[src/rtl/coffee_bus_pkg.sv]
// Shared types for the CPU/VGA memory arbiter: default widths, FSM state
// encoding and the owner status codes.
package coffee_bus_pkg;

  localparam int ADDR_W_DEF = 16;
  localparam int DATA_W_DEF = 32;

  typedef enum logic [2:0] {
    ST_IDLE     = 3'd0,
    ST_CPU_ACC  = 3'd1,
    ST_CPU_WAIT = 3'd2,
    ST_CPU_DONE = 3'd3,
    ST_VGA_ACC  = 3'd4,
    ST_VGA_WAIT = 3'd5,
    ST_VGA_DONE = 3'd6
  } arb_state_t;

  localparam logic [1:0] OWN_IDLE = 2'b00;
  localparam logic [1:0] OWN_CPU  = 2'b01;
  localparam logic [1:0] OWN_VGA  = 2'b10;

  function automatic logic [1:0] owner_of(input arb_state_t st);
    logic [1:0] own;
    case (st)
      ST_CPU_ACC, ST_CPU_WAIT, ST_CPU_DONE: own = OWN_CPU;
      ST_VGA_ACC, ST_VGA_WAIT, ST_VGA_DONE: own = OWN_VGA;
      default:                              own = OWN_IDLE;
    endcase
    return own;
  endfunction

endpackage

[src/rtl/arb_streak_counter.sv]
// Saturating count of CPU grants taken while VGA was waiting; o_sat tells
// the arbiter that VGA must be served next.
module arb_streak_counter #(
  parameter int MAX = 4
) (
  input  logic clk,
  input  logic rst,
  input  logic i_inc,
  input  logic i_clr,
  output logic o_sat
);

  localparam int CW = (MAX > 1) ? $clog2(MAX + 1) : 1;
  localparam logic [CW-1:0] MAX_C = CW'(MAX);

  logic [CW-1:0] r_count;

  // Clear wins over increment; the count never passes MAX.
  always_ff @(posedge clk or posedge rst) begin
    if (rst) begin
      r_count <= '0;
    end else if (i_clr) begin
      r_count <= '0;
    end else if (i_inc && (r_count < MAX_C)) begin
      r_count <= r_count + CW'(1);
    end else begin
      r_count <= r_count;
    end
  end

  assign o_sat = (r_count >= MAX_C);

endmodule

[src/rtl/mem_arbiter.sv]
// Two-master arbiter for the single MMU port: CPU (read/write) has priority,
// the VGA fetcher (read-only) wins when urgent or after a bounded CPU streak.
module mem_arbiter
  import coffee_bus_pkg::*;
#(
  parameter int ADDR_W        = ADDR_W_DEF,
  parameter int DATA_W        = DATA_W_DEF,
  parameter int RD_LAT        = 1,
  parameter int MAX_CPU_BURST = 4
) (
  input  logic              clk,
  input  logic              rst,
  input  logic              cpuReq,
  input  logic              cpuWe,
  input  logic [ADDR_W-1:0] cpuAddr,
  input  logic [DATA_W-1:0] cpuWData,
  output logic [DATA_W-1:0] cpuRData,
  output logic              cpuStall,
  input  logic              vgaReq,
  input  logic              vgaUrgent,
  input  logic [ADDR_W-1:0] vgaAddr,
  output logic [DATA_W-1:0] vgaRData,
  output logic              vgaAck,
  output logic [ADDR_W-1:0] memAddr,
  output logic [DATA_W-1:0] memWData,
  output logic              memWren,
  input  logic [DATA_W-1:0] memQ,
  input  logic              memBusy,
  output logic [1:0]        owner
);

  localparam int LAT_W = (RD_LAT > 1) ? $clog2(RD_LAT) : 1;
  localparam logic [LAT_W-1:0] LAT_LOAD = LAT_W'(RD_LAT - 1);

  arb_state_t        r_state;
  arb_state_t        w_next;
  logic [ADDR_W-1:0] r_addr;
  logic [DATA_W-1:0] r_wdata;
  logic              r_we;
  logic [LAT_W-1:0]  r_lat_cnt;
  logic [DATA_W-1:0] r_cpu_rdata;
  logic [DATA_W-1:0] r_vga_rdata;
  logic              w_grant_cpu;
  logic              w_grant_vga;
  logic              w_accept;
  logic              w_in_wait;
  logic              w_lat_done;
  logic              w_streak_sat;

  assign w_accept   = ((r_state == ST_CPU_ACC) || (r_state == ST_VGA_ACC)) && !memBusy;
  assign w_in_wait  = (r_state == ST_CPU_WAIT) || (r_state == ST_VGA_WAIT);
  assign w_lat_done = (r_lat_cnt == '0);

  arb_streak_counter #(
    .MAX (MAX_CPU_BURST)
  ) u_streak (
    .clk   (clk),
    .rst   (rst),
    .i_inc (w_grant_cpu & vgaReq),
    .i_clr (w_grant_vga),
    .o_sat (w_streak_sat)
  );

  // State register.
  always_ff @(posedge clk or posedge rst) begin
    if (rst) begin
      r_state <= ST_IDLE;
    end else begin
      r_state <= w_next;
    end
  end

  // Arbitration and access sequencing; every grant passes through IDLE first.
  always_comb begin
    w_next      = r_state;
    w_grant_cpu = 1'b0;
    w_grant_vga = 1'b0;
    case (r_state)
      ST_IDLE: begin
        if (vgaReq && vgaUrgent) begin
          w_grant_vga = 1'b1;
          w_next      = ST_VGA_ACC;
        end else if (cpuReq && vgaReq && w_streak_sat) begin
          w_grant_vga = 1'b1;
          w_next      = ST_VGA_ACC;
        end else if (cpuReq) begin
          w_grant_cpu = 1'b1;
          w_next      = ST_CPU_ACC;
        end else if (vgaReq) begin
          w_grant_vga = 1'b1;
          w_next      = ST_VGA_ACC;
        end else begin
          w_next = ST_IDLE;
        end
      end
      ST_CPU_ACC: begin
        if (memBusy) begin
          w_next = ST_CPU_ACC;
        end else if (r_we) begin
          w_next = ST_CPU_DONE;
        end else begin
          w_next = ST_CPU_WAIT;
        end
      end
      ST_CPU_WAIT: begin
        if (w_lat_done) begin
          w_next = ST_CPU_DONE;
        end else begin
          w_next = ST_CPU_WAIT;
        end
      end
      ST_VGA_ACC: begin
        if (memBusy) begin
          w_next = ST_VGA_ACC;
        end else begin
          w_next = ST_VGA_WAIT;
        end
      end
      ST_VGA_WAIT: begin
        if (w_lat_done) begin
          w_next = ST_VGA_DONE;
        end else begin
          w_next = ST_VGA_WAIT;
        end
      end
      ST_CPU_DONE: w_next = ST_IDLE;
      ST_VGA_DONE: w_next = ST_IDLE;
      default:     w_next = ST_IDLE;
    endcase
  end

  // Request latching, read-latency countdown and read-data capture.
  always_ff @(posedge clk or posedge rst) begin
    if (rst) begin
      r_addr      <= '0;
      r_wdata     <= '0;
      r_we        <= 1'b0;
      r_lat_cnt   <= '0;
      r_cpu_rdata <= '0;
      r_vga_rdata <= '0;
    end else begin
      if (w_grant_cpu) begin
        r_addr  <= cpuAddr;
        r_wdata <= cpuWData;
        r_we    <= cpuWe;
      end else if (w_grant_vga) begin
        r_addr  <= vgaAddr;
        r_wdata <= '0;
        r_we    <= 1'b0;
      end
      if (w_accept) begin
        r_lat_cnt <= LAT_LOAD;
      end else if (w_in_wait && !w_lat_done) begin
        r_lat_cnt <= r_lat_cnt - LAT_W'(1);
      end
      if ((r_state == ST_CPU_WAIT) && w_lat_done) begin
        r_cpu_rdata <= memQ;
      end
      if ((r_state == ST_VGA_WAIT) && w_lat_done) begin
        r_vga_rdata <= memQ;
      end
    end
  end

  assign memAddr  = r_addr;
  assign memWData = r_wdata;
  assign memWren  = (r_state == ST_CPU_ACC) && r_we;
  assign cpuStall = cpuReq && (r_state != ST_CPU_DONE);
  assign cpuRData = r_cpu_rdata;
  assign vgaRData = r_vga_rdata;
  assign vgaAck   = (r_state == ST_VGA_DONE);
  assign owner    = owner_of(r_state);

endmodule

[config.mk]
export PLATFORM = sky130hd
export DESIGN_NAME = mem_arbiter
export DESIGN_NICKNAME = d
export VERILOG_FILES = /design/src/rtl/coffee_bus_pkg.sv /design/src/rtl/arb_streak_counter.sv /design/src/rtl/mem_arbiter.sv
export SDC_FILE = /design/constraint.sdc
export NUM_CORES = 1
export LEC_CHECK = 0
export ABC_CLOCK_PERIOD_IN_PS = 9400
export BUFFER_PORTS_ARGS = -buffer_cell sky130_fd_sc_hd__buf_2
export CAP_MARGIN = 10
export CORE_AREA = 2 2 101 103
export CTS_BUF_LIST = sky130_fd_sc_hd__clkbuf_4 sky130_fd_sc_hd__clkbuf_8
export DETAILED_ROUTE_END_ITERATION = 8
export DIE_AREA = 0 0 103 105
export HOLD_SLACK_MARGIN = 0.03
export PLACE_DENSITY_LB_ADDON = 0.15
export SLEW_MARGIN = 20
export SYNTH_ARGS = -nofsm -noshare
export SYNTH_HDL_FRONTEND = slang
export SYNTH_SLANG_ARGS = --single-unit
export TNS_END_PERCENT = 30
[constraint.sdc]
create_clock -name clk -period 9.4 [get_ports clk]
set_input_delay 0.47 -clock clk [delete_from_list [all_inputs] [get_ports clk]]
set_output_delay 0.47 -clock clk [all_outputs]
set_load 0.03 [all_outputs]
==> metrics <==
post-synthesis cell type count 38; Post-synth ARST share 100.0%; CTS root buffer clkbuf_8; largest area contributor in the netlist dfrtp_1; Layout Cells excl Fill about 720; fillers 789; Hold/Removal Path Class in2reg; clk_skew 0.007668 ns; I/O Buffers 219; endpoints failing hold 0; Die Span Y 105 um; Worst-Skew Late Latency 0.42 ns; diode count 0; terminus of the critical flop-to-flop path cpuRData[3]$_DFFE_PP0P_; Worst-path clk slew 0.07 ns; Crit Path Category reg2reg; fin crit share approximately a quarter; post-route design area 6509 um2; Avg WL per Cell 16.21 um; Tmin final roughly 2.3 ns; worst-path cell chain or3b_4, nor2_4, mux2_2; Worst setup EP type flop; final net count just under 700; Post-synth EDFFs 0; synthesized flop and latch total 120; GRT Resource Usage Total between 20% and 30%; vias in the first global route approximately 3.6k; CTS Buffer Depth 2; CP peak stage delay around 0.70 ns; cells after synthesis 355; area grow syn2layout 32.98%; die width 103 um; Worst Hold Path EP memWData[19]$_DFFE_PP0P_; Max VDD drop about 0.17 mV; DR vias/cell 5.259; worst r2r src r_state[1]$_DFF_PP0_; cell area power density 410.8 nW/um2; reg2reg setup slack 7.07 ns; startpoint of the worst hold path cpuWData[19]; ys flop type dfrtp_1; I/O pins 220; crit start category flop; status finished clean; Synth top area share 61.35%; Worst EP arrival 2.64 ns; Setup Buffers After CTS 0; grt total ovfl 0; Final setup viols 0; synth top area cells dfrtp_1 61%, mux2_2 14%, a22o_2 4.1%; overall routed net length 11.62 mm; setup tns final 0 ns; Mean Syn Cell Area 13.79 um2; CTS tree done; Lkg Pwr 3.236 nW; Max-slew headroom 39.30%; yosys warns 0; post-layout util just under 70%; slowest CP cell nor2_4; drt pass-1 iters 4; hold depth 2; largest net degree at the start of global routing 90; fin. max-slew vios 0; Final HPWL DP 8.074 mm; Post-Place Cells 684; clk sinks 120; Max Cap Viol 0; Cell Area, Placed 6011 um2; H-tree depth 4; FP Rows 36; initial drt markers 133; critical-path maximum fanout 32; Die ar. 10820 um2; mapped cell area 4895 um2; via count 3771; Placer Congestion 0.7828; first-pass GRT wire length 18.17 mm; share of layout cells above drive strength 1 59.42%; Mapped Nets 459; ANT nets after route 0; slew of the pin with the lowest slew margin around 0.91 ns; Reg2Reg Depth 3; Initial Util between 50 and 60%; register area share after synthesis between 60% and 70%; core box area around 9600 um2; unrepaired setup endpoints after global routing false; f_max 429.1 MHz; Num CTS Buffers 17; initial antenna violation count 1; Crit path required time between 9 and 10 ns; Residual DRC 0
==> synth_stat cells (2+ instances only) <==
cell,count
inv_1,5
a21oi_1,21
o21ai_0,18
a22o_1,13
a22o_2,20
dfrtp_1,120
buf_2,8
nor3b_1,2
buf_4,2
o21a_1,2
mux2_2,61
buf_6,9
nand2_1,4
a31oi_1,18
nor2_1,5
nand2b_1,2
clkbuf_1,6
mux2_1,3
nand3_1,17
==> power by group <==
part	switching [mW]	total, mW	leakage, nW	internal [mW]
Sequential	0.137	0.891	1.46	0.755
Combinational	0.799	1.23	1.53	0.434
Clock	0.193	0.549	0.244	0.356
==> timing repair <==
item,in CTS,in global routing
gates resized for setup,0,0
hold endpoints to repair,14,0
hold buffers,1,0
==> cell families after synthesis <==
kind of cell | count (synthesis) | share of synthesized area (%)
multiplexers | 64 | 14.72
AND/OR/NAND/NOR | 40 | 5.317
AO/OA/AOI/OAI | 98 | 14.03
flip-flops | 120 | 61.35
adder cells (fa/ha/maj) | 2 | 0.4601
buffers and inverters | 31 | 4.115
==> state kept, by name, summed over array words and instances (netlist names) <==
name,count
r_state,3
r_lat_cnt,1
r_we,1
memAddr,16
cpuRData,32
memWData,32
vgaRData,32
u_streak.r_count,3
==> worst max path at each step <==
| stage | slack (ns) | startpoint | to |
|---|---|---|---|
| floorplan | 5.74 | rst | cpuRData[0]$_DFFE_PP0P_ |
| global placement | 7.09 | r_state[1]$_DFF_PP0_ | cpuRData[4]$_DFFE_PP0P_ |
| detailed placement | 7.01 | r_state[1]$_DFF_PP0_ | cpuRData[4]$_DFFE_PP0P_ |
| CTS | 7.03 | r_state[1]$_DFF_PP0_ | cpuRData[4]$_DFFE_PP0P_ |
| global route | 6.93 | r_state[1]$_DFF_PP0_ | cpuRData[2]$_DFFE_PP0P_ |
| finish | 7.07 | r_state[1]$_DFF_PP0_ | cpuRData[3]$_DFFE_PP0P_ |
==> worst max-delay path: cells and delay by family (launching register included) <==
family           cells  cell delay [ns]
AND/OR/NAND/NOR      2             1.17
flip-flops           1             0.61
multiplexers         1             0.42
==> metal layers <==
layer	GRT usage [%]	share of wire, %	wire length (um)
met5	0	0.11	13
met2	34.42	50	5794
met3	7.559	7.9	924
met1	28.18	40	4699
met4	8.647	1.7	192
==> stage by stage <==
stage	hold WS, ns	power (mW)	setup WS [ns]
3_5_place_dp	0.4774	2.141	7.015
4_1_cts	0.2364	2.693	7.028
3_3_place_gp	0.4617	2.108	7.092
2_1_floorplan	0.4516	1.799	5.744
5_1_grt	0.2434	2.811	6.930
6_report	0.2701	2.674	7.069
==> cell type report <==
type                            instances  area [um2]  share of cell area, %
Multi-Input combinational cell        204        1704                  26.18
Sequential cell                       120        3003                  46.14
Clock inverter                          7       162.7                  2.499
Timing Repair Buffer                  223        1132                  17.40
Tap cell                              133       166.4                  2.557
Clock buffer                           25       319.1                  4.902
Inverter                                5       21.27                 0.3268
==> cells in the final DEF (no fill, tap or decap), types with 2 or more instances in the layout <==
cell and count:
o21ai_0 18, nor3b_1 2, a31oi_1 18, nor2_1 4, clkbuf_4 4, clkbuf_8 21
a22o_1 13, buf_2 219, nand2b_1 2, bufinv_16 5, inv_1 4, mux2_2 61
nand2_1 3, nand3_1 17, mux2_1 3, a22o_2 20, a21oi_1 21, o21a_1 2
buf_4 2, dfrtp_1 120
(Power assumes the default switching activity.)
